**src/rtl/square_wave_ctrl.sv**
```systemverilog
// Programmable square-wave sequencer: high/low phase lengths, optional N-period burst,
// start/stop control, and glitch-free config updates applied only at period boundaries.
module square_wave_ctrl #(
    parameter int          CNT_W    = 32,
    parameter int          BURST_W  = 16,
    parameter int unsigned DEF_HIGH = 2500,
    parameter int unsigned DEF_LOW  = 2500
) (
    input  logic               clk,
    input  logic               rst,
    input  logic               cfg_valid,
    output logic               cfg_ready,
    input  logic [CNT_W-1:0]   cfg_high,
    input  logic [CNT_W-1:0]   cfg_low,
    input  logic [BURST_W-1:0] cfg_burst,
    input  logic               start,
    input  logic               stop,
    output logic               wave_out,
    output logic               busy,
    output logic               period_tick,
    output logic               burst_done,
    output logic               cfg_err
);

    typedef enum logic [1:0] {
        ST_IDLE = 2'd0,
        ST_HIGH = 2'd1,
        ST_LOW  = 2'd2
    } state_e;

    state_e             state_q, state_d;
    logic [CNT_W-1:0]   cnt_q, cnt_d;
    logic [BURST_W-1:0] per_q, per_d;
    logic [CNT_W-1:0]   act_high_q, act_high_d;
    logic [CNT_W-1:0]   act_low_q, act_low_d;
    logic [BURST_W-1:0] act_burst_q, act_burst_d;
    logic [CNT_W-1:0]   sh_high_q, sh_high_d;
    logic [CNT_W-1:0]   sh_low_q, sh_low_d;
    logic [BURST_W-1:0] sh_burst_q, sh_burst_d;
    logic               sh_pend_q, sh_pend_d;
    logic               stop_pend_q, stop_pend_d;
    logic               wave_q, wave_d;
    logic               busy_q, busy_d;
    logic               tick_q, tick_d;
    logic               bdone_q, bdone_d;
    logic               err_q, err_d;
    logic               ready_q, ready_d;

    logic               high_end_s;
    logic               low_end_s;
    logic               boundary_s;
    logic               stop_seen_s;
    logic               burst_end_s;
    logic               apply_s;
    logic [BURST_W-1:0] per_inc_s;

    // Phase-end and period-boundary decode against the active lengths
    always_comb begin
        high_end_s  = (cnt_q == (act_high_q - CNT_W'(1)));
        low_end_s   = (cnt_q == (act_low_q - CNT_W'(1)));
        boundary_s  = (state_q == ST_LOW) && low_end_s;
        stop_seen_s = stop_pend_q | stop;
        per_inc_s   = per_q + BURST_W'(1);
        burst_end_s = (act_burst_q != BURST_W'(0)) && (per_inc_s == act_burst_q);
        apply_s     = sh_pend_q && ((state_q == ST_IDLE) || boundary_s);
    end

    // Next-state, counters, config shadow and output decode
    always_comb begin
        state_d     = state_q;
        cnt_d       = cnt_q + CNT_W'(1);
        per_d       = per_q;
        act_high_d  = act_high_q;
        act_low_d   = act_low_q;
        act_burst_d = act_burst_q;
        sh_high_d   = sh_high_q;
        sh_low_d    = sh_low_q;
        sh_burst_d  = sh_burst_q;
        sh_pend_d   = sh_pend_q;
        stop_pend_d = stop_pend_q;
        tick_d      = 1'b0;
        bdone_d     = 1'b0;
        err_d       = 1'b0;

        case (state_q)
            ST_IDLE: begin
                cnt_d       = '0;
                per_d       = '0;
                stop_pend_d = 1'b0;
                if (start && !stop) begin
                    state_d = ST_HIGH;
                end else begin
                    state_d = ST_IDLE;
                end
            end
            ST_HIGH: begin
                stop_pend_d = stop_seen_s;
                if (high_end_s) begin
                    state_d = ST_LOW;
                    cnt_d   = '0;
                end else begin
                    state_d = ST_HIGH;
                end
            end
            ST_LOW: begin
                stop_pend_d = stop_seen_s;
                if (low_end_s) begin
                    tick_d  = 1'b1;
                    bdone_d = burst_end_s;
                    cnt_d   = '0;
                    if (stop_seen_s || burst_end_s) begin
                        state_d     = ST_IDLE;
                        per_d       = '0;
                        stop_pend_d = 1'b0;
                    end else begin
                        state_d = ST_HIGH;
                        // a newly applied config restarts burst counting
                        per_d   = sh_pend_q ? BURST_W'(0) : per_inc_s;
                    end
                end else begin
                    state_d = ST_LOW;
                end
            end
            default: begin
                state_d     = ST_IDLE;
                cnt_d       = '0;
                per_d       = '0;
                stop_pend_d = 1'b0;
            end
        endcase

        // cfg_ready is low while a shadow is pending, so accept and apply never coincide
        if (apply_s) begin
            act_high_d  = sh_high_q;
            act_low_d   = sh_low_q;
            act_burst_d = sh_burst_q;
            sh_pend_d   = 1'b0;
        end else if (cfg_valid && ready_q) begin
            if ((cfg_high == CNT_W'(0)) || (cfg_low == CNT_W'(0))) begin
                err_d = 1'b1;
            end else begin
                sh_high_d  = cfg_high;
                sh_low_d   = cfg_low;
                sh_burst_d = cfg_burst;
                sh_pend_d  = 1'b1;
            end
        end else begin
            sh_pend_d = sh_pend_q;
        end

        ready_d = ~sh_pend_d;
        wave_d  = (state_d == ST_HIGH);
        busy_d  = (state_d != ST_IDLE);
    end

    // FSM state register
    always_ff @(posedge clk) begin
        if (rst) begin
            state_q <= ST_IDLE;
        end else begin
            state_q <= state_d;
        end
    end

    // Datapath, config and registered output flops
    always_ff @(posedge clk) begin
        if (rst) begin
            cnt_q       <= '0;
            per_q       <= '0;
            act_high_q  <= CNT_W'(DEF_HIGH);
            act_low_q   <= CNT_W'(DEF_LOW);
            act_burst_q <= '0;
            sh_high_q   <= '0;
            sh_low_q    <= '0;
            sh_burst_q  <= '0;
            sh_pend_q   <= 1'b0;
            stop_pend_q <= 1'b0;
            wave_q      <= 1'b0;
            busy_q      <= 1'b0;
            tick_q      <= 1'b0;
            bdone_q     <= 1'b0;
            err_q       <= 1'b0;
            ready_q     <= 1'b1;
        end else begin
            cnt_q       <= cnt_d;
            per_q       <= per_d;
            act_high_q  <= act_high_d;
            act_low_q   <= act_low_d;
            act_burst_q <= act_burst_d;
            sh_high_q   <= sh_high_d;
            sh_low_q    <= sh_low_d;
            sh_burst_q  <= sh_burst_d;
            sh_pend_q   <= sh_pend_d;
            stop_pend_q <= stop_pend_d;
            wave_q      <= wave_d;
            busy_q      <= busy_d;
            tick_q      <= tick_d;
            bdone_q     <= bdone_d;
            err_q       <= err_d;
            ready_q     <= ready_d;
        end
    end

    assign wave_out    = wave_q;
    assign busy        = busy_q;
    assign period_tick = tick_q;
    assign burst_done  = bdone_q;
    assign cfg_err     = err_q;
    assign cfg_ready   = ready_q;

endmodule
```
**config.mk**
```make
export PLATFORM = sky130hd
export DESIGN_NAME = square_wave_ctrl
export DESIGN_NICKNAME = d
export VERILOG_FILES = /design/src/rtl/square_wave_ctrl.sv
export SDC_FILE = /design/constraint.sdc
export NUM_CORES = 1
export LEC_CHECK = 0
export CAP_MARGIN = 20
export CORE_MARGIN = 2
export CORE_UTILIZATION = 30
export DETAILED_ROUTE_END_ITERATION = 8
export GPL_TIMING_DRIVEN = 0
export SYNTH_ARGS = -nofsm -noshare
export SYNTH_HDL_FRONTEND = slang
export SYNTH_SLANG_ARGS = --single-unit
```
**constraint.sdc**
```tcl
create_clock -name clk -period 3.6 [get_ports clk]
set_input_delay 0.9 -clock clk [delete_from_list [all_inputs] [get_ports clk]]
set_output_delay 0.9 -clock clk [all_outputs]
set_load 0.03 [all_outputs]
```
==> qor.txt <==
CRITICAL PATH
-------------------------------------------------------------------------------------
Worst reg-to-reg setup slack                                                 -0.08 ns
Startpoint of the most critical register-to-register path                act_low_q[0]
Capture point of the worst path                                          act_high_q[7]
Required arrival time at the worst endpoint                                   4.07 ns
Biggest fanout along the worst timing path                                          7
Setup Crit Path Kind                                                     flip-flop to flip-flop
Worst Setup SP                                                           act_low_q[0]
Arrival time reported for the critical path endpoint                          4.15 ns
Kind of launch point of the worst setup path                                flip-flop
FF-to-FF path depth                                                                15
CP Capture Type                                                             flip-flop
Terminus of the critical flop-to-flop path                               act_high_q[7]

POWER AND IR DROP
-------------------------------------------------------------------------------------
Peak supply drop                                                           0.000316 V
Leakage component of the power                                                5.96 nW
Power density cells                                                        384 nW/um2

STA
-------------------------------------------------------------------------------------
PnR worst setup slack                                                      -0.0836 ns
RSZ-0062 raised after global routing                                              yes
Number of pins with negative max-slew slack in the final report                     0
Number of setup violations in the final report                                     53
Number of hold violations in the final report                                       0
Summed negative setup slack over all endpoints                               -1.35 ns
Least-Margin Pin Slew                                                        0.939 ns
Crit share post-route                                                            102%
Max Clock Skew                                                              0.0172 ns
Post-route minimum period                                                     3.68 ns
Worst slew margin relative to its limit                                         36.9%
Achievable frequency                                                        0.271 GHz

SYNTH
-------------------------------------------------------------------------------------
Synthesis Warnings                                                                  0
Yosys top cell area share                                                       34.0%
Most used DFF post-synth                                                 sky130_fd_sc_hd__dfxtp_1
Number of cells produced by synthesis                                            1472
Number of nets produced by synthesis                                             1565
Post-synthesis instance area                                                12800 um2
Leading area contributor after synthesis                                 sky130_fd_sc_hd__dfxtp_1
Cell types occupying the most area after synthesis                       sky130_fd_sc_hd__dfxtp_1, sky130_fd_sc_hd__mux2i_1, sky130_fd_sc_hd__nand2b_1
Post-synth ARST share                                                              0%
Number of distinct library cells after synthesis                                   77
EDFF count, synth                                                                   0
Syn avg cell area                                                            8.71 um2
Sequential cell area fraction in the yosys report                               34.0%
Flops & latches, synth                                                            218

ROUTE
-------------------------------------------------------------------------------------
Number of nets still failing antenna checks after routing                           0
Routed via count                                                                11.4k
Mean number of vias per cell                                                     5.15
DRC violation count after routing                                                   0
First-pass DRT Iterations                                                           5
Iteration-0 DRC count of the detailed router                                      679
Average routed wire per standard cell                                         17.9 um
Total routed wirelength                                                      39600 um

FLOORPLANNING
-------------------------------------------------------------------------------------
Die Area                                                                    44400 um2
Effective utilization at floorplan                                              30.5%
Core Area                                                                   42000 um2
Die extent in y                                                                211 um
Rows                                                                               75
X dimension of the die                                                         211 um
Total I/O pin count                                                                91

GLOBAL ROUTING
-------------------------------------------------------------------------------------
Aggregate global-route resource usage                                           17.0%
Met3 usage in global routing                                                    2.32%
Global Route met1 Usage                                                         22.5%
Number of global-route vias before repair                                       10.9k
Global-route wire length before repair                                       60000 um
Antenna violations before repair                                                    2
Overflow left after global routing                                                  0
Most used routing layer                                                          met2
Global Route met2 Usage                                                         28.2%
Largest net degree at the start of global routing                                  14

FINISH
-------------------------------------------------------------------------------------
Total number of nets in the final design                                         1739
Utilization after layout                                                        39.5%
Most frequent standard cell in the layout excluding fill and tap cells   sky130_fd_sc_hd__nand2b_1
Post-route design area                                                      16600 um2
Share of cells above drive strength 1                                           12.2%
P&R area growth vs syn                                                          29.5%
Most frequent cells in the layout                                        sky130_fd_sc_hd__nand2b_1, sky130_fd_sc_hd__dfxtp_1, sky130_fd_sc_hd__mux2i_1

PLACED DESIGN
-------------------------------------------------------------------------------------
IO Port Bufs                                                                       90
Routability congestion estimate from global placement                           0.950
Detailed Place HPWL                                                          28600 um
Placed cell area                                                            14400 um2
Setup slack after placement                                                  -1.14 ns

STATUS
-------------------------------------------------------------------------------------
Run status                                                               finished, violations left
Violated checks                                                          setup timing

CLOCK NETWORK
-------------------------------------------------------------------------------------
Clock sink count                                                                  218
Clock network latency to the later pin of the worst-skew pair                 0.54 ns
Number of buffers between clock root and the deepest sink                           3
Master cell of the clock root buffer                                     sky130_fd_sc_hd__clkbuf_16
Num CTS Buffers                                                                    26
Clock transition at path regs                                                 0.06 ns
Clock tree from TritonCTS                                                         yes
Post-CTS Hold Fix Bufs                                                              0
Depth of the CTS H-tree                                                             1

RUN
-------------------------------------------------------------------------------------
Max capacitance violation total                                                     0

HOLD PATH
-------------------------------------------------------------------------------------
Worst hold path class                                                    flip-flop to flip-flop

## cells in the mapped netlist, types with 5 or more instances
library cell	number
sky130_fd_sc_hd__buf_12	5
sky130_fd_sc_hd__nand2b_1	238
sky130_fd_sc_hd__ha_1	8
sky130_fd_sc_hd__inv_1	27
sky130_fd_sc_hd__nand2_1	69
sky130_fd_sc_hd__or3_1	10
sky130_fd_sc_hd__clkbuf_1	75
sky130_fd_sc_hd__o22ai_1	7
sky130_fd_sc_hd__a2111oi_0	5
sky130_fd_sc_hd__and4_1	8
sky130_fd_sc_hd__o21ai_0	36
sky130_fd_sc_hd__mux2i_1	166
sky130_fd_sc_hd__buf_2	13
sky130_fd_sc_hd__nor4b_1	10
sky130_fd_sc_hd__o211ai_1	21
sky130_fd_sc_hd__nand3_1	24
sky130_fd_sc_hd__nand4_1	32
sky130_fd_sc_hd__a211o_1	5
sky130_fd_sc_hd__nor4_1	53
sky130_fd_sc_hd__xor2_1	48
sky130_fd_sc_hd__a211oi_1	7
sky130_fd_sc_hd__or4_1	15
sky130_fd_sc_hd__and2_1	9
sky130_fd_sc_hd__nor2b_1	14
sky130_fd_sc_hd__a21oi_1	48
sky130_fd_sc_hd__and3_1	12
sky130_fd_sc_hd__nand3b_1	5
sky130_fd_sc_hd__o21a_1	6
sky130_fd_sc_hd__nor2_1	71
sky130_fd_sc_hd__nor3_1	32
sky130_fd_sc_hd__nor3b_1	6
sky130_fd_sc_hd__o31ai_1	9
sky130_fd_sc_hd__dfxtp_1	218
sky130_fd_sc_hd__xnor2_1	73
sky130_fd_sc_hd__a31oi_1	9
sky130_fd_sc_hd__buf_4	8
## what timing repair did
action / CTS / global route
resized for setup: 115 / 32
setup endpoints to repair: 218 / 209
pin swaps: 21 / 16
gates cloned: 6 / 10
buffers inserted: 33 / 16
## stage by stage
stage / cells / hold slack, ns / power (mW)
global route: 2204 / 0.501 / 6.63
floorplan: 1472 / 0.449 / 3.23
global placement: 2101 / 0.471 / 3.52
finish: 2206 / 0.482 / 6.38
detailed placement: 2101 / 0.475 / 3.54
CTS: 2181 / 0.485 / 6.36
## where the power goes
part | total [mW] | internal, mW | switching, mW
combinational | 1.14 | 0.606 | 0.536
clock | 2.62 | 1.56 | 1.06
sequential | 2.61 | 2.53 | 0.0846
total | 6.38 | 4.70 | 1.68
## how the worst min path moves through the flow
stage             startpoint            end  slack, ns  depth (start not counted)
5_1_grt        sh_high_q[22]  sh_high_q[22]       0.50                          2
3_5_place_dp    sh_high_q[2]   sh_high_q[2]       0.48                          2
6_report         sh_low_q[9]   act_low_q[9]       0.48                          2
4_1_cts          sh_low_q[9]   act_low_q[9]       0.48                          2
2_1_floorplan    sh_low_q[2]    sh_low_q[2]       0.45                          2
3_3_place_gp   sh_burst_q[5]  sh_burst_q[5]       0.47                          2
## sequential cells by signal, indices dropped and copies added (netlist names)
| register | flops |
|---|---|
| sh_low_q | 32 |
| cnt_q | 32 |
| sh_burst_q | 16 |
| burst_done | 1 |
| per_q | 16 |
| act_low_q | 32 |
| busy | 1 |
| stop_pend_q | 1 |
| act_high_q | 32 |
| state_q | 2 |
| period_tick | 1 |
| act_burst_q | 16 |
| sh_pend_q | 1 |
| sh_high_q | 32 |
| cfg_err | 1 |
| wave_out | 1 |
| cfg_ready | 1 |
## area by class of cell
class                      instances  area (um2)
antenna                            2        5.00
buffer                            99         682
clock buffer                      37         733
clock inverter                    10         115
fill                            4245       25400
inverter                          27         101
multi-input combinational       1119        8190
sequential                       218        4380
tap                              539         674
timing repair buffer             155        1730
## kinds of logic (layout without fill, tap and decap cells)
group / Yosys count / count (layout) / share of synthesized area (%)
AOI/OAI and AO/OA: 196 / 196 / 10.3
xor gates and xnor gates: 121 / 121 / 8.27
adders and majority gates: 8 / 8 / 0.781
buffers and inverters: 136 / 328 / 5.16
DFF: 218 / 218 / 34.0
muxes: 167 / 167 / 13.0
other: 0 / 2 / 0
and+or+nand+nor: 626 / 627 / 28.4
## worst max-delay path: stages, from the launching register on
cell	delay, ns
sky130_fd_sc_hd__dfxtp_2	0.37
sky130_fd_sc_hd__inv_1	0.13
sky130_fd_sc_hd__ha_4	0.21
sky130_fd_sc_hd__nand2b_1	0.13
sky130_fd_sc_hd__or4_4	0.54
sky130_fd_sc_hd__buf_8	0.16
sky130_fd_sc_hd__nor4b_4	0.26
sky130_fd_sc_hd__xnor2_1	0.17
sky130_fd_sc_hd__o211ai_1	0.24
sky130_fd_sc_hd__or3b_4	0.46
sky130_fd_sc_hd__o31ai_4	0.27
sky130_fd_sc_hd__buf_12	0.16
sky130_fd_sc_hd__buf_12	0.14
sky130_fd_sc_hd__buf_6	0.11
sky130_fd_sc_hd__buf_6	0.09
sky130_fd_sc_hd__mux2i_1	0.16
## metal layers
metal | up-vias | part of all wire (%)
met5 | - | 0.033
met4 | 2 | 3.4
met3 | 62 | 4.7
met2 | 264 | 46
met1 | 5470 | 46
li1 | 5572 | -
Power figures use the tool's default switching activity.
